### config.mk
export PLATFORM = sky130hd
export DESIGN_NAME = sys_ctrl_rx_cmd_decoder
export DESIGN_NICKNAME = d
export VERILOG_FILES = /design/src/rtl/sys_ctrl_pkg.sv /design/src/rtl/sys_ctrl_timeout_cnt.sv /design/src/rtl/sys_ctrl_rx_cmd_decoder.sv
export SDC_FILE = /design/constraint.sdc
export NUM_CORES = 1
export LEC_CHECK = 0
export ABC_CLOCK_PERIOD_IN_PS = 3900
export CAP_MARGIN = 20
export CORE_MARGIN = 5
export CORE_UTILIZATION = 55
export CTS_CLUSTER_SIZE = 24
export DETAILED_ROUTE_END_ITERATION = 10
export GPL_ROUTABILITY_DRIVEN = 0
export PLACE_DENSITY = 0.84
export SLEW_MARGIN = 0
export SYNTH_ARGS = -nofsm -noshare
export SYNTH_HDL_FRONTEND = slang
export SYNTH_SLANG_ARGS = --single-unit
### constraint.sdc
create_clock -name CLK -period 3.9 [get_ports CLK]
set_input_delay 0.78 -clock CLK [delete_from_list [all_inputs] [get_ports CLK]]
set_output_delay 0.78 -clock CLK [all_outputs]
set_load 0.05 [all_outputs]
### src/rtl/sys_ctrl_pkg.sv
// sys_ctrl_pkg
//   Shared definitions for the system-controller receive-side command decoder.
//   Contents:
//     OP_*        8-bit command opcodes (compared on the low byte of a frame)
//     state_e     decoder FSM state encoding
//     ERR_*       values reported on Err_Code
package sys_ctrl_pkg;

  localparam logic [7:0] OP_WR      = 8'hAA;  // WR: addr, data
  localparam logic [7:0] OP_RD      = 8'hBB;  // RD: addr
  localparam logic [7:0] OP_ALU     = 8'hCC;  // ALU: N operands, func
  localparam logic [7:0] OP_ALU_NOP = 8'hDD;  // ALU without operands: func

  typedef enum logic [2:0] {
    ST_IDLE    = 3'd0,
    ST_WR_ADDR = 3'd1,
    ST_WR_DATA = 3'd2,
    ST_RD_ADDR = 3'd3,
    ST_OPND    = 3'd4,
    ST_FUNC    = 3'd5
  } state_e;

  localparam logic [1:0] ERR_NONE    = 2'd0;
  localparam logic [1:0] ERR_OPCODE  = 2'd1;
  localparam logic [1:0] ERR_FRAME   = 2'd2;
  localparam logic [1:0] ERR_TIMEOUT = 2'd3;

endpackage

### src/rtl/sys_ctrl_timeout_cnt.sv
// sys_ctrl_timeout_cnt
//   Inter-frame idle counter. Counts enabled cycles since the last clear and
//   flags the cycle that completes TIMEOUT_CYCLES idle cycles.
//   Ports:
//     CLK     in   system clock
//     rst_n   in   asynchronous active-low reset
//     clear   in   restart the count (has priority over enable)
//     enable  in   count this cycle
//     expire  out  this enabled cycle is the TIMEOUT_CYCLES-th idle cycle
//   TIMEOUT_CYCLES = 0 disables the counter entirely (expire tied low).
module sys_ctrl_timeout_cnt #(
  parameter int TIMEOUT_CYCLES = 1024
) (
  input  logic CLK,
  input  logic rst_n,
  input  logic clear,
  input  logic enable,
  output logic expire
);

  if (TIMEOUT_CYCLES == 0) begin : g_off
    logic unused_inputs;
    assign unused_inputs = &{1'b0, CLK, rst_n, clear, enable};
    assign expire        = 1'b0;
  end else begin : g_on
    localparam int CNT_W = $clog2(TIMEOUT_CYCLES + 1);
    localparam logic [CNT_W-1:0] CNT_LAST = CNT_W'(TIMEOUT_CYCLES - 1);
    localparam logic [CNT_W-1:0] CNT_MAX  = CNT_W'(TIMEOUT_CYCLES);

    logic [CNT_W-1:0] cnt_q, cnt_d;

    // Saturate at TIMEOUT_CYCLES; the owner leaves the busy state on expiry,
    // so the count is cleared on the following cycle anyway.
    always_comb begin
      cnt_d = cnt_q;
      if (clear) begin
        cnt_d = '0;
      end else if (enable && (cnt_q != CNT_MAX)) begin
        cnt_d = cnt_q + CNT_W'(1);
      end
    end

    always_ff @(posedge CLK or negedge rst_n) begin
      if (!rst_n) begin
        cnt_q <= '0;
      end else begin
        cnt_q <= cnt_d;
      end
    end

    // Fires during the idle cycle that would bring the count to TIMEOUT_CYCLES.
    assign expire = enable && !clear && (cnt_q == CNT_LAST);
  end

endmodule

### src/rtl/sys_ctrl_rx_cmd_decoder.sv
// sys_ctrl_rx_cmd_decoder
//   Receive-side command decoder between UART RX and the reg-file / ALU.
//   Parses multi-frame commands (WR, RD, ALU with N operands, ALU_NOP) into
//   one-cycle reg-file and ALU strobes, with inter-frame timeout, abort on
//   RX frame error and error reporting.
//   Ports:
//     CLK, rst_n      clock, asynchronous active-low reset
//     RX_P_DATA       received frame, qualified by RX_D_VLD
//     RX_D_VLD        one-cycle frame strobe
//     RX_ERR          parity/stop error on the RX_D_VLD frame
//     WrEn, RdEn      reg-file write / read strobes
//     Address, WrData reg-file address and write data (held between commands)
//     ALU_EN, ALU_FUN ALU execute strobe and function code
//     Gate_en         ALU clock-gate enable
//     CLK_Div_EN      clock-divider enable (1 from the first edge after reset)
//     Busy            a command is in progress
//     Cmd_Err         error strobe; Err_Code holds the last error cause
//   All outputs are registered: strobes appear the cycle after the frame
//   that completes a command.
module sys_ctrl_rx_cmd_decoder
  import sys_ctrl_pkg::*;
#(
  parameter int FRAME_W        = 8,
  parameter int ADDR_W         = 4,
  parameter int ALU_FUN_W      = 4,
  parameter int N_OPERANDS     = 2,
  parameter int OPERAND_BASE   = 0,
  parameter int TIMEOUT_CYCLES = 1024
) (
  input  logic                 CLK,
  input  logic                 rst_n,
  input  logic [FRAME_W-1:0]   RX_P_DATA,
  input  logic                 RX_D_VLD,
  input  logic                 RX_ERR,
  output logic                 WrEn,
  output logic                 RdEn,
  output logic [ADDR_W-1:0]    Address,
  output logic [FRAME_W-1:0]   WrData,
  output logic                 ALU_EN,
  output logic [ALU_FUN_W-1:0] ALU_FUN,
  output logic                 Gate_en,
  output logic                 CLK_Div_EN,
  output logic                 Busy,
  output logic                 Cmd_Err,
  output logic [1:0]           Err_Code
);

  localparam int IDX_W = (N_OPERANDS > 1) ? $clog2(N_OPERANDS) : 1;
  localparam logic [IDX_W-1:0] IDX_LAST = IDX_W'(N_OPERANDS - 1);

  state_e               state_q, state_d;
  logic [IDX_W-1:0]     idx_q, idx_d;
  logic [ADDR_W-1:0]    addr_q, addr_d;
  logic [FRAME_W-1:0]   wr_data_q, wr_data_d;
  logic [ALU_FUN_W-1:0] alu_fun_q, alu_fun_d;
  logic                 wr_en_q, wr_en_d;
  logic                 rd_en_q, rd_en_d;
  logic                 alu_en_q, alu_en_d;
  logic                 gate_en_q, gate_en_d;
  logic                 cmd_err_q, cmd_err_d;
  logic [1:0]           err_code_q, err_code_d;
  logic                 clk_div_en_q;

  logic                 frame_acc;
  logic [7:0]           op_byte;
  logic                 op_upper_zero;
  logic [ADDR_W-1:0]    opnd_addr;
  logic                 tmo_clear;
  logic                 tmo_enable;
  logic                 tmo_expire;

  assign frame_acc = RX_D_VLD && !RX_ERR;
  assign op_byte   = RX_P_DATA[7:0];

  // Opcodes are 8-bit values; any set bit above them makes the frame a bad opcode.
  if (FRAME_W > 8) begin : g_wide_frame
    assign op_upper_zero = ~|RX_P_DATA[FRAME_W-1:8];
  end else begin : g_byte_frame
    assign op_upper_zero = 1'b1;
  end

  // Operand n lands at OPERAND_BASE+n, wrapping within the reg-file.
  assign opnd_addr = ADDR_W'(OPERAND_BASE + 32'(idx_q));

  // Count only idle cycles inside a command; any frame (good or bad) stops it.
  assign tmo_clear  = (state_q == ST_IDLE) || frame_acc;
  assign tmo_enable = (state_q != ST_IDLE) && !RX_D_VLD;

  sys_ctrl_timeout_cnt #(
    .TIMEOUT_CYCLES(TIMEOUT_CYCLES)
  ) u_timeout (
    .CLK    (CLK),
    .rst_n  (rst_n),
    .clear  (tmo_clear),
    .enable (tmo_enable),
    .expire (tmo_expire)
  );

  always_comb begin
    state_d    = state_q;
    idx_d      = idx_q;
    addr_d     = addr_q;
    wr_data_d  = wr_data_q;
    alu_fun_d  = alu_fun_q;
    gate_en_d  = gate_en_q;
    err_code_d = err_code_q;
    wr_en_d    = 1'b0;
    rd_en_d    = 1'b0;
    alu_en_d   = 1'b0;
    cmd_err_d  = 1'b0;

    if ((state_q != ST_IDLE) && RX_D_VLD && RX_ERR) begin
      // Corrupted frame mid-command: drop the command.
      state_d    = ST_IDLE;
      gate_en_d  = 1'b0;
      cmd_err_d  = 1'b1;
      err_code_d = ERR_FRAME;
    end else if (tmo_expire) begin
      state_d    = ST_IDLE;
      gate_en_d  = 1'b0;
      cmd_err_d  = 1'b1;
      err_code_d = ERR_TIMEOUT;
    end else begin
      case (state_q)
        ST_IDLE: begin
          // Gate_en covers the ALU_EN cycle only, unless a new ALU_NOP starts now.
          gate_en_d = 1'b0;
          if (frame_acc) begin
            if (!op_upper_zero) begin
              cmd_err_d  = 1'b1;
              err_code_d = ERR_OPCODE;
            end else begin
              case (op_byte)
                OP_WR:  state_d = ST_WR_ADDR;
                OP_RD:  state_d = ST_RD_ADDR;
                OP_ALU: begin
                  state_d = ST_OPND;
                  idx_d   = '0;
                end
                OP_ALU_NOP: begin
                  state_d   = ST_FUNC;
                  gate_en_d = 1'b1;
                end
                default: begin
                  cmd_err_d  = 1'b1;
                  err_code_d = ERR_OPCODE;
                end
              endcase
            end
          end
        end

        ST_WR_ADDR: begin
          if (frame_acc) begin
            addr_d  = RX_P_DATA[ADDR_W-1:0];
            state_d = ST_WR_DATA;
          end
        end

        ST_WR_DATA: begin
          if (frame_acc) begin
            wr_data_d = RX_P_DATA;
            wr_en_d   = 1'b1;
            state_d   = ST_IDLE;
          end
        end

        ST_RD_ADDR: begin
          if (frame_acc) begin
            addr_d  = RX_P_DATA[ADDR_W-1:0];
            rd_en_d = 1'b1;
            state_d = ST_IDLE;
          end
        end

        ST_OPND: begin
          if (frame_acc) begin
            wr_data_d = RX_P_DATA;
            addr_d    = opnd_addr;
            wr_en_d   = 1'b1;
            if (idx_q == IDX_LAST) begin
              gate_en_d = 1'b1;
              state_d   = ST_FUNC;
            end else begin
              idx_d = idx_q + IDX_W'(1);
            end
          end
        end

        ST_FUNC: begin
          if (frame_acc) begin
            alu_fun_d = RX_P_DATA[ALU_FUN_W-1:0];
            alu_en_d  = 1'b1;
            state_d   = ST_IDLE;
          end
        end

        default: begin
          state_d   = ST_IDLE;
          gate_en_d = 1'b0;
        end
      endcase
    end
  end

  always_ff @(posedge CLK or negedge rst_n) begin
    if (!rst_n) begin
      state_q      <= ST_IDLE;
      idx_q        <= '0;
      addr_q       <= '0;
      wr_data_q    <= '0;
      alu_fun_q    <= '0;
      wr_en_q      <= 1'b0;
      rd_en_q      <= 1'b0;
      alu_en_q     <= 1'b0;
      gate_en_q    <= 1'b0;
      cmd_err_q    <= 1'b0;
      err_code_q   <= ERR_NONE;
      clk_div_en_q <= 1'b0;
    end else begin
      state_q      <= state_d;
      idx_q        <= idx_d;
      addr_q       <= addr_d;
      wr_data_q    <= wr_data_d;
      alu_fun_q    <= alu_fun_d;
      wr_en_q      <= wr_en_d;
      rd_en_q      <= rd_en_d;
      alu_en_q     <= alu_en_d;
      gate_en_q    <= gate_en_d;
      cmd_err_q    <= cmd_err_d;
      err_code_q   <= err_code_d;
      clk_div_en_q <= 1'b1;
    end
  end

  assign WrEn       = wr_en_q;
  assign RdEn       = rd_en_q;
  assign Address    = addr_q;
  assign WrData     = wr_data_q;
  assign ALU_EN     = alu_en_q;
  assign ALU_FUN    = alu_fun_q;
  assign Gate_en    = gate_en_q;
  assign CLK_Div_EN = clk_div_en_q;
  assign Busy       = (state_q != ST_IDLE);
  assign Cmd_Err    = cmd_err_q;
  assign Err_Code   = err_code_q;

endmodule

## After elaboration in Yosys (flattened, before gate mapping)

Index checks and enable logic that the tools add are counted.

- Register bits: 39
- Latch bits: 0
- Memory bits (writable): 0
- Bits in read-only memories: 0
- Input port bits: 12
- Output and inout port bits: 25
- Logic and storage cells: 116
- Memories kept: 0

- Add/subtract/negate cells: 2
- $mul: 0
- Divide/modulo/power cells: 0
- Order comparisons: 0
- Eq/ne operators: 23
- Shift-type cells: 0
- Multiplexer cells: 46
- Bitwise operators: 2
- Reductions and logical operators: 30

Operators by type and width:

| cell | number |
|---|---|
| == test 8 bit (second input constant) | 4 |
| two-way mux 1 bit | 25 |
| one-hot mux 3 bit (4 select lines) | 2 |
| two-way mux 11 bit | 2 |
| two-way mux 3 bit | 7 |
| inequality test 4 bit (second input constant) | 3 |
| AND reduction 6 bit | 2 |
| adder 11 x 1 -> 11 bit (second input constant) | 1 |
| == test 11 x 10 -> 1 bit (second input constant) | 1 |
| inequality test 11 bit (second input constant) | 1 |
| two-way mux 2 bit | 5 |
| nonzero test 3 bit | 3 |
| two-way mux 4 bit | 2 |
| one-hot mux 4 bit (2 select lines) | 1 |
| AND reduction 4 bit | 2 |
| OR reduction 4 bit | 2 |
| logical AND 1 bit | 7 |
| inequality test 7 x 2 -> 1 bit (second input constant) | 1 |
| == test 3 x 2 -> 1 bit (second input constant) | 2 |
| == test 3 bit (second input constant) | 2 |
| inequality test 3 x 1 -> 1 bit (second input constant) | 2 |
| AND reduction 3 bit | 2 |
| nonzero test 2 bit | 3 |
| AND reduction 5 bit | 1 |
| other kinds (14) | 20 |

## Logic depth before layout (Yosys ltp)

Gate-level depths: netlist (run 1).

- Depth after elaboration: 8
- Depth in mapped cells: 7
- Mapped depth without buffers: 6

## Hierarchy

From an unflattened synthesis (run 1), not the netlist that was laid out.

- Cells, all modules: 210
- Area total of the unflattened synthesis: 2098.3 um^2

Modules (own cells, without submodules):

| module | instances | cells each | area each (um^2) | sequential area each (um^2) |
|---|---|---|---|---|
| sys_ctrl_rx_cmd_decoder | 1 | 134 | 1406.3 | 700.7 |
| sys_ctrl_timeout_cnt | 1 | 76 | 691.9 | 275.3 |

## Least setup slack after synthesis (run 1)

OpenSTA, ideal clock, no wires.

- Path type: input-to-reg
- Start: input RX_P_DATA[5]
- End: register idx_q
- Setup time: 121 ps
- Arrival time: 1984 ps
- Data required time: 3779 ps
- Slack: 1795 ps
- Cell stages on the path: 4
- Path buffers: 0
- Path through: nand4bb_4 or4_1 or4_1 a22o_1

- Cells in the longest elaborated chain, start to end: 3

RTL lines:

| what | line | RTL |
|---|---|---|
| start: declaration | sys_ctrl_rx_cmd_decoder.sv:32 | `input logic [FRAME_W-1:0] RX_P_DATA,` |
| == test 8 bit | sys_ctrl_rx_cmd_decoder.sv:133 | `case (op_byte)` |
| inequality test 2 x 1 -> 1 bit (no source line) | -- |  |
| AND reduction 6 bit (no source line) | -- |  |
| end signal: assignment | sys_ctrl_rx_cmd_decoder.sv:222 | `idx_q <= idx_d;` |
| end: declaration | sys_ctrl_rx_cmd_decoder.sv:52 | `logic [IDX_W-1:0] idx_q, idx_d;` |

No other way between the ends.
A chain may end at the register's enable or synchronous reset.

## Worst setup path after layout (run 1)

- Start: register state_q[0]
- End: output Busy

- Cells in the longest elaborated chain, start to end: 1

RTL lines:

| what | line | RTL |
|---|---|---|
| start: declaration | sys_ctrl_rx_cmd_decoder.sv:51 | `state_e state_q, state_d;` |
| start signal: assignment | sys_ctrl_rx_cmd_decoder.sv:221 | `state_q <= state_d;` |
| nonzero test 3 bit | sys_ctrl_rx_cmd_decoder.sv:244 | `assign Busy = (state_q != ST_IDLE);` |
| end: declaration | sys_ctrl_rx_cmd_decoder.sv:43 | `output logic Busy,` |

No other way between the ends.

==> results of run 1 <==
per-layer routing:
layer	wire (um)	vias to the layer above
met1	1750	808
met3	403	10
met2	2300	82
li1	-	761
met5	0	-
met4	67	0
worst max-delay path, delay by kind of cell, from the launching register on:
family | cells | cell delay, ns
buffers and inverters | 2 | 0.91
DFF | 1 | 0.63
and+or+nand+nor | 1 | 0.43
path summary, 6_finish.rpt:
check / startpoint / endpoint / slack [ns] / cells after the start
max: state_q[0] / Busy / 0.80 / 3
max reg2reg: state_q[0] / u_timeout.g_on.cnt_q[10] / 1.65 / 4
min reg2reg: Err_Code[1] / Err_Code[1] / 0.49 / 1
min: Err_Code[1] / Err_Code[1] / 0.49 / 1
max in group asynchronous: rst_n / Address[3] / 2.84 / 1
min in group asynchronous: rst_n / ALU_FUN[0] / 0.52 / 1
metrics by stage:
step	power, uW	cells	util
floorplan	780	187	-
global placement	922	262	0.688
detailed placement	936	262	0.688
CTS	1220	270	0.714
global route	1270	270	0.714
finish	1210	270	0.714
power groups by stage:
| stage | registers [uW] | logic, uW | clock network, uW |
|---|---|---|---|
| after floorplan | 659 | 122 | 0 |
| after global placement | 506 | 416 | 0 |
| after detailed placement | 512 | 424 | 0 |
| after CTS | 504 | 427 | 286 |
| after global routing | 512 | 447 | 307 |
| final | 504 | 424 | 281 |
cells by family after synthesis:
family	count (synthesis)	share of synthesized area
compound gates	38	0.135
xor+xnor	3	0.0135
fa+ha+maj	2	0.0128
buf+inv	15	0.0321
flops	39	0.500
mux	17	0.0949
other cells	1	0.00192
simple gates	72	0.210
state kept, by name (all words and copies together), names as in the netlist, 2 cells and up:
signal and cells:
WrData 8, state_q 3, Address 4, Err_Code 2, ALU_FUN 4, u_timeout.g_on.cnt_q 11
final cells by class:
cell class,instances,share of cell area
tap,46,0.0238
clock inverter,2,0.0145
multi-input combinational,133,0.378
clock buffer,6,0.0212
inverter,8,0.0124
sequential,39,0.404
timing repair buffer,36,0.147
cell usage after synthesis, types with 2 or more instances:
master                     number
sky130_fd_sc_hd__or3_1          2
sky130_fd_sc_hd__xnor2_1        2
sky130_fd_sc_hd__nand2b_1       3
sky130_fd_sc_hd__o21ai_0        5
sky130_fd_sc_hd__buf_2          2
sky130_fd_sc_hd__a21oi_1        9
sky130_fd_sc_hd__nand4_1        6
sky130_fd_sc_hd__clkbuf_1       3
sky130_fd_sc_hd__a211oi_1       3
sky130_fd_sc_hd__nand3b_1       2
sky130_fd_sc_hd__nor2_1        18
sky130_fd_sc_hd__nor3_1         6
sky130_fd_sc_hd__mux2i_1        5
sky130_fd_sc_hd__ha_1           2
sky130_fd_sc_hd__nand2_1       14
sky130_fd_sc_hd__o211ai_1       2
sky130_fd_sc_hd__dfrtp_1       39
sky130_fd_sc_hd__nand3_1        7
sky130_fd_sc_hd__inv_1          8
sky130_fd_sc_hd__nor2b_1        2
sky130_fd_sc_hd__mux2_2        12
sky130_fd_sc_hd__a31oi_1        2
sky130_fd_sc_hd__o22ai_1        4
sky130_fd_sc_hd__or4_1          3
cells in the final DEF (no fill, tap or decap), types with 4 or more instances in the layout:
| master | instances |
|---|---|
| sky130_fd_sc_hd__a21oi_1 | 9 |
| sky130_fd_sc_hd__clkbuf_4 | 5 |
| sky130_fd_sc_hd__clkdlybuf4s50_1 | 35 |
| sky130_fd_sc_hd__dfrtp_1 | 39 |
| sky130_fd_sc_hd__inv_1 | 8 |
| sky130_fd_sc_hd__mux2_2 | 12 |
| sky130_fd_sc_hd__mux2i_1 | 5 |
| sky130_fd_sc_hd__nand2_1 | 14 |
| sky130_fd_sc_hd__nand3_1 | 7 |
| sky130_fd_sc_hd__nand4_1 | 6 |
| sky130_fd_sc_hd__nor2_1 | 18 |
| sky130_fd_sc_hd__nor3_1 | 6 |
| sky130_fd_sc_hd__o21ai_0 | 5 |
| sky130_fd_sc_hd__o22ai_1 | 4 |
==> results.toml, run 1 <==
[outcome]
run_status = "finished clean"

[clock_tree]
clock-root-buffer = "sky130_fd_sc_hd__clkbuf_4"
max-clock-path-buffers = 2
numCtsBuffers = 5
cts_post_setup_buffers_inserted = 0
clock_tree.htree_level_count = 2
cts.repair.resized = 0
clk_latency_ns = 0.35
clkSinkCount = 39
clkTransAtPathRegs_ns = 0.11
ctsHoldBuffers = 0
tritoncts = "yes"

[logic_synthesis]
total_of_flip_flops_plus_latches_after_synthesis = 39
post_synth_edffs = 0
synthDistinctLibCells = 50
synth_async_sr_flop_share = 1.00
post_synth_instance_area_mm2 = 0.00195
yosysWarningCount = 0
postSynth.topFlopCell = "sky130_fd_sc_hd__dfrtp_1"
synth_nets = 201
synth_largest_area_cell = "sky130_fd_sc_hd__dfrtp_1"
synth_area_leaders = "sky130_fd_sc_hd__dfrtp_1, sky130_fd_sc_hd__mux2_2, sky130_fd_sc_hd__nor2_1, sky130_fd_sc_hd__nand2_1, sky130_fd_sc_hd__mux2i_1"
post_synth_inst_count = 187
avgSynthCellArea_um2 = 10.4
yosysTopAreaCellShare = 0.500
synth.yosys.seq_area_share = 0.500

[worst_setup_path]
cp_data_arrival_time_ns = 2.32
setup.worst_path.end_class = "primary output"
required_time_at_the_worst_slack_endpoint_ns = 3.12
critical_path_peak_fanout = 18
timing.critical_path.slowest_stage_cell = "sky130_fd_sc_hd__clkdlybuf4s50_1"
timing.setup.critical_path_class = "reg -> out"
startpoint_type = "flop"
crit_path_max_incr_delay_ns = 0.73
worstPathCellList = "nor3_4 -> inv_1 -> clkdlybuf4s50_1"

[floorplanning]
i_o_pin_total = 37
design.core.area_mm2 = 0.00339
fp-row-count = 21
die_height_um = 69.6
die_ar_mm2 = 0.00484
die-width_um = 69.6
initial_utilization = 0.576

[route]
drtAntennaViolNets = 0
avgViaCountPerCell = 6.15
drt-initial-drc-count = 141
route.vias.total = 1661
drt-wirelength-per-cell_um = 16.8
firstDrtPassIters = 4
finalWirelength_um = 4530
remaining_drc_errors = 0

[sta]
maxSlewHeadroom = 0.433
setup_viol = 0
hold_violations = 0
layout_setup_ws_ns = 0.800
fin_worst_hold_slack_ns = 0.491
period_minus_slack_ns = 3.10
timing.fmax_mhz = 323
finalMaxSlewViolations = 0
tightestPinTransition_ns = 0.850
total_neg_setup_slack_ns = 0
grt_setup_unrepaired = "false"
clock_skew_ns = 0.00858
layout_worst_path_cycle_share = 0.795

[pwr]
power_switching_uw = 450
power_dens_cells_mw_per_mm2 = 500
p_comb_frac = 0.351
internal-power_uw = 759
sequentialPowerShare = 0.417
fraction_of_power_consumed_by_the_clock_network = 0.232
power_switching_share = 0.372
power.static_leakage_uw = 0.00101
irDropWorstVdd_uv = 319

[global_route]
global_route.overflow_total = 0
largest_net_degree_at_the_start_of_global_routing = 40
grtUsageMet3 = 0.0797
grt_most_used_layer = "met2"
first_global_vias = 1723
track_usage = 0.204
antenna_violations_before_repair = 0
first_pass_grt_wire_length_um = 7950
gr-usage-met1 = 0.233
global_route.usage.met2 = 0.341

[cells_and_area]
multi_input_comb_area_um2 = 913
drive_above_1_share = 0.116
diodes = 0
fillers = 252
register_area_um2 = 976
finish.net_count = 237
area_delta_synth_final_pct = 23.9
final_design_area_no_fill_mm2 = 0.00242

[placed_design]
port_buffers = 36
dp_hpwl_um = 3310
post-place-ws_ns = 1.10
dpl_cell_area_mm2 = 0.00233

[worst_hold_path]
hp-class = "reg -> reg"

[run]
cap_violations = 0
(Power assumes the default switching activity.)
==> run 2: changes to the inputs <==
--- a/config.mk
+++ b/config.mk
@@ -5,14 +5,14 @@
 export SDC_FILE = /design/constraint.sdc
 export NUM_CORES = 1
 export LEC_CHECK = 0
-export ABC_CLOCK_PERIOD_IN_PS = 3900
+export ABC_CLOCK_PERIOD_IN_PS = 2500
 export CAP_MARGIN = 20
 export CORE_MARGIN = 5
-export CORE_UTILIZATION = 55
+export CORE_UTILIZATION = 46
 export CTS_CLUSTER_SIZE = 24
 export DETAILED_ROUTE_END_ITERATION = 10
 export GPL_ROUTABILITY_DRIVEN = 0
-export PLACE_DENSITY = 0.84
+export PLACE_DENSITY = 0.75
 export SLEW_MARGIN = 0
 export SYNTH_ARGS = -nofsm -noshare
 export SYNTH_HDL_FRONTEND = slang
==> constraint.sdc (replaced) <==
create_clock -name CLK -period 2.5 [get_ports CLK]
set_input_delay 0.5 -clock CLK [delete_from_list [all_inputs] [get_ports CLK]]
set_output_delay 0.5 -clock CLK [all_outputs]
set_load 0.05 [all_outputs]
==> results.toml, run 2 (synthesis gave the netlist of run 1 again) <==
[pwr]
p_comb_frac = 0.336
sequentialPowerShare = 0.387
internal-power_uw = 1280
fraction_of_power_consumed_by_the_clock_network = 0.276
irDropWorstVdd_uv = 448
power_dens_cells_mw_per_mm2 = 797
report.power.total_uw = 2010
power_switching_uw = 728
power_switching_share = 0.363
power.static_leakage_uw = 0.00106

[worst_setup_path]
cp_data_arrival_time_ns = 1.65
required_time_at_the_worst_slack_endpoint_ns = 2.00
worstPathCellList = "nor3_4 -> inv_1 -> buf_4"
timing.setup.critical_path_class = "reg -> out"
timing.rr.start = "state_q[2]"
critical_path_peak_fanout = 16
crit_path_max_incr_delay_ns = 0.57
rr_endpoint = "u_timeout.g_on.cnt_q[10]"
timing.critical_path.slowest_stage_cell = "sky130_fd_sc_hd__dfrtp_1"
setup.worst_path.end_class = "primary output"
regToRegSetupSlack_ns = 0.49
startpoint_type = "flop"
reg2regPathDepth = 4

[cells_and_area]
drive_above_1_share = 0.155
max_flop_register = "u_timeout.g_on.cnt_q"
diodes = 0
area_delta_synth_final_pct = 29.1
most_frequent_standard_cell_in_the_layout_excluding_fill_and_tap_cells = "sky130_fd_sc_hd__dfrtp_1"
finalNonFillerCells = 283
flip_flop_count_of_the_largest_register_all_copies_and_words_added = 11
mostFrequentLayoutCells = "sky130_fd_sc_hd__dfrtp_1, sky130_fd_sc_hd__clkdlybuf4s50_1, sky130_fd_sc_hd__nor2_1"
finish.net_count = 246

[clock_tree]
clk_latency_ns = 0.30
cts_post_setup_buffers_inserted = 0
cts.repair.resized = 0
clkTransAtPathRegs_ns = 0.08
tritoncts = "yes"
clock_tree.htree_level_count = 2
numCtsBuffers = 5
ctsHoldBuffers = 0
clock-root-buffer = "sky130_fd_sc_hd__clkbuf_8"
clkSinkCount = 39
max-clock-path-buffers = 2

[route]
remaining_drc_errors = 0
finalWirelength_um = 4540
drt-initial-drc-count = 136
firstDrtPassIters = 4
avgViaCountPerCell = 5.74
drt-wirelength-per-cell_um = 16.0
drtAntennaViolNets = 0
route.vias.total = 1624

[global_route]
antenna_violations_before_repair = 0
global_route.overflow_total = 0
largest_net_degree_at_the_start_of_global_routing = 40
first_global_vias = 1641
first_pass_grt_wire_length_um = 7910
track_usage = 0.186

[floorplanning]
die_ar_mm2 = 0.00565
fp-row-count = 23
die_height_um = 75.1
initial_utilization = 0.481
design.core.area_mm2 = 0.00406
die-width_um = 75.1
i_o_pin_total = 37

[outcome]
run_status = "finished clean"

[sta]
hold_violations = 0
clock_skew_ns = 0.00543
finalMaxSlewViolations = 0
setup_viol = 0
tightestPinTransition_ns = 0.849
total_neg_setup_slack_ns = 0
fin_worst_hold_slack_ns = 0.304
layout_worst_path_cycle_share = 0.860
maxSlewHeadroom = 0.434
grt_setup_unrepaired = "false"
timing.fmax_mhz = 465
period_minus_slack_ns = 2.15

[placed_design]
place.detailed.instances = 275
port_buffers = 36
dp_hpwl_um = 3250

[run]
cap_violations = 0

[worst_hold_path]
hp-class = "in -> async"
## run 2: cell types whose count changed in the layout (fill, tap and decap cells not counted)
| cell | change |
|---|---|
| sky130_fd_sc_hd__clkbuf_8 | +5 |
| sky130_fd_sc_hd__clkdlybuf4s50_1 | -1 |
| sky130_fd_sc_hd__buf_4 | +10 |
| sky130_fd_sc_hd__clkbuf_4 | -5 |
## run 2: layer usage
layer / global-route usage / up-vias / share of wire
met5: 0 / - / 0
met4: 0.0524 / 0 / 0.017
met3: 0.0801 / 7 / 0.089
met2: 0.279 / 54 / 0.46
met1: 0.246 / 783 / 0.43
li1: - / 780 / -
## run 2: area by class of cell
cell class / instances / area [um2]
fillers: 332 / 1540
clock inverters: 2 / 35.0
multi-input cells: 133 / 913
well taps: 50 / 62.6
inverters: 8 / 30.0
flip-flops and latches: 39 / 976
clock buffers: 6 / 82.6
repair buffers: 45 / 420
## run 2: worst max-delay path by stage
stage / cells past startpoint / slack [ns] / startpoint / to
after floorplan: 6 / 0.60 / state_q[0] / state_q[2]
after global placement: 5 / 0.19 / RX_P_DATA[5] / idx_q
after detailed placement: 5 / 0.14 / RX_P_DATA[5] / idx_q
after CTS: 3 / 0.36 / state_q[2] / Busy
after global routing: 3 / 0.25 / state_q[2] / Busy
final: 3 / 0.35 / state_q[2] / Busy
## run 2: power groups by stage
stage          Combinational [uW]  Sequential, uW  Clock [uW]
5_1_grt                       720             794         589
6_report                      676             778         555
2_1_floorplan                 190            1030           0
3_5_place_dp                  678             788           0
3_3_place_gp                  675             786           0
4_1_cts                       682             777         562
## run 2: critical path, delay by kind of cell, from the launching register on
family,cells,cell delay (ns)
buffers and inverters,2,0.41
flip-flops,1,0.57
AND/OR/NAND/NOR,1,0.37
## run 2: per-stage QoR
stage | area, um2 | worst slack (ns) | util
final | 2520 | 0.350 | 0.621
after detailed placement | 2400 | 0.143 | 0.592
after global routing | 2520 | 0.247 | 0.621
after CTS | 2520 | 0.363 | 0.621
after floorplan | 1950 | 0.601 | -
after global placement | 2400 | 0.186 | 0.592
==> run 3: changes to the inputs <==
--- a/config.mk
+++ b/config.mk
@@ -6,7 +6,6 @@
 export NUM_CORES = 1
 export LEC_CHECK = 0
 export ABC_CLOCK_PERIOD_IN_PS = 2500
-export CAP_MARGIN = 20
 export CORE_MARGIN = 5
 export CORE_UTILIZATION = 46
 export CTS_CLUSTER_SIZE = 24
==> results of run 3 <==
The final DEF is identical to that of run 2; final timing and power are the same.
==> patch 1 (flow settings as in run 1) <==
Encoding of `state_e`: now one-hot (6 bits for 6 states).
--- a/src/rtl/sys_ctrl_pkg.sv
+++ b/src/rtl/sys_ctrl_pkg.sv
@@ -11,13 +11,13 @@
   localparam logic [7:0] OP_ALU     = 8'hCC;  // ALU: N operands, func
   localparam logic [7:0] OP_ALU_NOP = 8'hDD;  // ALU without operands: func
 
-  typedef enum logic [2:0] {
-    ST_IDLE    = 3'd0,
-    ST_WR_ADDR = 3'd1,
-    ST_WR_DATA = 3'd2,
-    ST_RD_ADDR = 3'd3,
-    ST_OPND    = 3'd4,
-    ST_FUNC    = 3'd5
+  typedef enum logic [5:0] {
+    ST_IDLE    = 6'b000001,
+    ST_WR_ADDR = 6'b000010,
+    ST_WR_DATA = 6'b000100,
+    ST_RD_ADDR = 6'b001000,
+    ST_OPND    = 6'b010000,
+    ST_FUNC    = 6'b100000
   } state_e;
 
   localparam logic [1:0] ERR_NONE    = 2'd0;
Function: same outputs for any inputs over 4 cycles, from zero or initial values and one cycle with rst_n low; so few cycles prove little.
==> patch 1 against run 1 <==
  * Global-route usage down 0.64 points
  * Non-clock buffer count unchanged
  * Die area up 14%
  * Design area up 13%
  * Routed wire length up 11%
  * Sequential cell count up 3
  * Area after synthesis up 16%
  * Clock skew down 0.0022 ns
  * Register-to-register slack worse by 0.20 ns
  * Setup slack worse by 0.22 ns
  * Via count up 5.5%
Power is not compared: it rests on default switching activity, and its combinational part moved more than twofold at a synthesized area within 25%.
==> patch 1: results <==
{
  "status": "complete, no violations",
  "globalRouteMet2Util": 0.324,
  "netlist_top_cells_area": "dfrtp_1 45%, mux2_4 6.6%, xor2_1 4.2%",
  "clock-sinks": 42,
  "cts.reportedPaths.clkPinSlew_ns": 0.08,
  "multi_input_area_um2": 1110,
  "fillers": 304,
  "first_global_vias": 1713,
  "wl_met2_mm": 2.53,
  "yosysSeqAreaShare": 0.463,
  "inv_count": 11,
  "synth_cells": 222,
  "first_pass_iters": 4,
  "final_layout_size_suffix_gt1_frac": 0.122,
  "routed_wl_mm": 5.02,
  "cp_max_fo": 15,
  "tightestPinTransition_ns": 0.917,
  "grt_pass1_wl_mm": 8.35,
  "post-place-cells": 296,
  "synthAdderAreaFrac": 0.0110,
  "buffer_area_frac": 0.130,
  "layout_setup_ws_ns": 0.575,
  "track_usage": 0.198,
  "num_vias": 1753,
  "skew_ns": 0.00639,
  "clock_latency_ns": 0.29,
  "syn-cell-area_um2": 2270,
  "slowest_delay_ns": 0.89,
  "dp_hpwl_mm": 3.66,
  "clockPowerShare": 0.185,
  "multi_input_cells": 157,
  "synth_compound_area_frac": 0.105,
  "synth_xor_xnor_area_share": 0.0501,
  "synthesis.nets": 236,
  "grt_use_met1": 0.264,
  "multi_input_area_share": 0.406,
  "slowest_stage": "clkdlybuf4s50_1",
  "antenna_cells": 0,
  "ff2ff_setup_slack_ns": 1.45,
  "arrival_ns": 2.54,
  "met3_length_um": 223,
  "yosys-top-cells-count": "41 x dfrtp_1, 17 x nand2_1, 16 x nor2_1",
  "gr-usage-met3": 0.0459,
  "clkCellAreaFrac": 0.0403,
  "synth_mux_area_frac": 0.104,
  "synthDistinctLibCells": 47,
  "clockBufferCount": 6,
  "cts-resized-gates": 0,
  "root_buffer": "clkbuf_8",
  "m1WireLength_mm": 2.21,
  "pre_cts_slack_ns": 0.687,
  "grt_start_max_net_pins": 43,
  "placed_area_um2": 2620,
  "nets": 267,
  "seq_share": 0.385,
  "post_drt_wl_per_cell_um": 16.5,
  "drtIter0Drc": 124,
  "whs_ns": 0.487
}
==> patch 1: cell types whose count changed in the layout (fill, tap and decap cells not counted), sizes merged, moves of 3 or more <==
cell	before	now
and3	1	5
nor4	1	8
inv	8	11
and2	0	4
nand2	14	17
xor2	1	11
o21ai	6	12
mux2	12	15
o22ai	4	0
==> patch 1: worst reg2reg max path, cell delays in order, from the launching register on <==
cell and delay [ns]:
dfrtp_1 0.61, nor2_1 0.17, and3_1 0.28, inv_1 0.31
a2bb2oi_1 0.28, and2_1 0.35, mux2_4 0.34
==> patch 1: path summary, 6_finish.rpt <==
path | from | to | cells after the start
max in group asynchronous | rst_n | u_timeout.g_on.cnt_q[0] | 1
setup reg to reg | state_q[4] | state_q[2] | 6
min in group asynchronous | rst_n | WrData[7] | 1
hold / removal | Address[0] | Address[0] | 2
setup / recovery | state_q[4] | Busy | 4
hold reg to reg | Address[0] | Address[0] | 2
==> patch 2 (flow settings as in run 1) <==
Made on the original files. Set the parameter `ALU_FUN_W` to 6 (it was 4).
--- a/src/rtl/sys_ctrl_rx_cmd_decoder.sv
+++ b/src/rtl/sys_ctrl_rx_cmd_decoder.sv
@@ -22,7 +22,7 @@
 #(
   parameter int FRAME_W        = 8,
   parameter int ADDR_W         = 4,
-  parameter int ALU_FUN_W      = 4,
+  parameter int ALU_FUN_W      = 6,
   parameter int N_OPERANDS     = 2,
   parameter int OPERAND_BASE   = 0,
   parameter int TIMEOUT_CYCLES = 1024
Interface: changed (resized ALU_FUN); port bits go from 37 to 39. No check against the original RTL was run, so the function may have changed too.
==> patch 2 against run 1 <==
  * Area after synthesis up 3.1%
  * Fmax grew 8.3%
  * Setup slack improved by 0.24 ns
  * First-iteration DRC count grew 74%
  * Sequential cell count increased by 2
  * Critical path depth did not move
  * Worst hold slack lost 0.0093 ns
  * Routed wire length shrank 2.5%
  * Design area rose by 4.2%
  * Power up 40%
  * Register-to-register slack better by 0.19 ns
  * Critical path type unchanged
  * Largest power group is now combinational logic
==> patch 2: results <==
{
  "placed_area_um2": 2420,
  "root_buffer": "clkbuf_8",
  "slew_violations": 0,
  "arrival_ns": 2.08,
  "final_layout_size_suffix_gt1_frac": 0.129,
  "first_global_vias": 1530,
  "dp_hpwl_mm": 3.16,
  "avgSynthCellArea_um2": 10.4,
  "yosys-top-cells-count": "41 x dfrtp_1, 20 x nor2_1, 16 x nand2_1",
  "post-place-cells": 272,
  "min_to": "Err_Code[1]",
  "cts.reportedPaths.clkPinSlew_ns": 0.08,
  "grt_pass1_wl_mm": 7.41,
  "drtIter0Drc": 246,
  "tightestPinTransition_ns": 0.884,
  "track_usage": 0.188,
  "netlist_top_cells_area": "dfrtp_1 51%, mux2_2 7.8%, nor2_1 3.7%",
  "ff2ff_setup_slack_ns": 1.84,
  "fillers": 269,
  "io_buffers": 38,
  "cp_max_fo": 17,
  "routed_via_density": 5.65,
  "nets": 245,
  "status": "complete, no violations",
  "synthDistinctLibCells": 48,
  "r2r_end": "u_timeout.g_on.cnt_q[1]",
  "yosysSeqAreaShare": 0.510,
  "numCtsBuffers": 5,
  "max-vdd-ir-drop_mv": 0.419,
  "skew_ns": 0.00995,
  "grt_start_max_net_pins": 42,
  "slowest_delay_ns": 0.81
}
## patch 2: cell types whose count changed in the layout (fill, tap and decap cells not counted), sizes merged, moves of 3 or more
| cell | before | now |
|---|---|---|
| nor4 | 1 | 7 |
| nand4 | 6 | 1 |
| nor3 | 7 | 4 |
| xnor2 | 2 | 5 |
## patch 2: how the worst max path moves through the flow
stage                       startpoint          to  slack, ns
after floorplan           RX_P_DATA[5]       idx_q       1.77
after CTS                   state_q[0]        Busy       1.06
final                       state_q[0]        Busy       1.04
after global placement        RX_D_VLD  ALU_FUN[3]       0.99
after global routing        state_q[0]        Busy       0.93
after detailed placement      RX_D_VLD  ALU_FUN[2]       0.93
## patch 2: logic make-up after synthesis
logic type | after synthesis | share of synthesized area
multiplexers | 17 | 0.0933
buffers and inverters | 15 | 0.0286
other | 1 | 0.00186
XOR/XNOR | 6 | 0.0261
AO/OA/AOI/OAI | 33 | 0.114
flip-flops | 41 | 0.510
AND/OR/NAND/NOR | 78 | 0.213
adder cells (fa/ha/maj) | 2 | 0.0124
## patch 2: layout make-up
class,instances,area (um2),share of cell area
tap,48,60.1,0.0238
multi-input combinational,137,928,0.368
timing repair buffer,39,383,0.152
clock buffer,6,82.6,0.0328
inverter,7,26.3,0.0104
clock inverter,2,13.8,0.00546
sequential,41,1030,0.407
## patch 2: through the flow
step                power (mW)  hold WS [ns]  setup WS (ns)
CTS                       1.70         0.485           1.06
global placement          1.40         0.462          0.994
finish                    1.69         0.481           1.04
floorplan                 1.14         0.484           1.77
detailed placement        1.41         0.471          0.927
global route              1.78         0.509          0.933
## patch 2: worst max-delay path, delay by kind of cell, from the launching register on
family	cells	cell delay [ns]
buf+inv	2	0.95
simple gates	1	0.16
flops	1	0.67
## patch 2: layer usage
layer | routed length (um) | up-vias | track usage
met2 | 2120 | 45 | 0.287
li1 | - | 774 | -
met1 | 2040 | 757 | 0.259
met4 | 46 | 0 | 0.0681
met3 | 203 | 6 | 0.0475
met5 | 0 | - | 0
## patch 2: power breakdown
part / internal [mW] / total, mW / switching (mW)
clock: 0.143 / 0.283 / 0.139
sequential: 0.523 / 0.610 / 0.0865
combinational: 0.278 / 0.798 / 0.520
total: 0.945 / 1.69 / 0.746
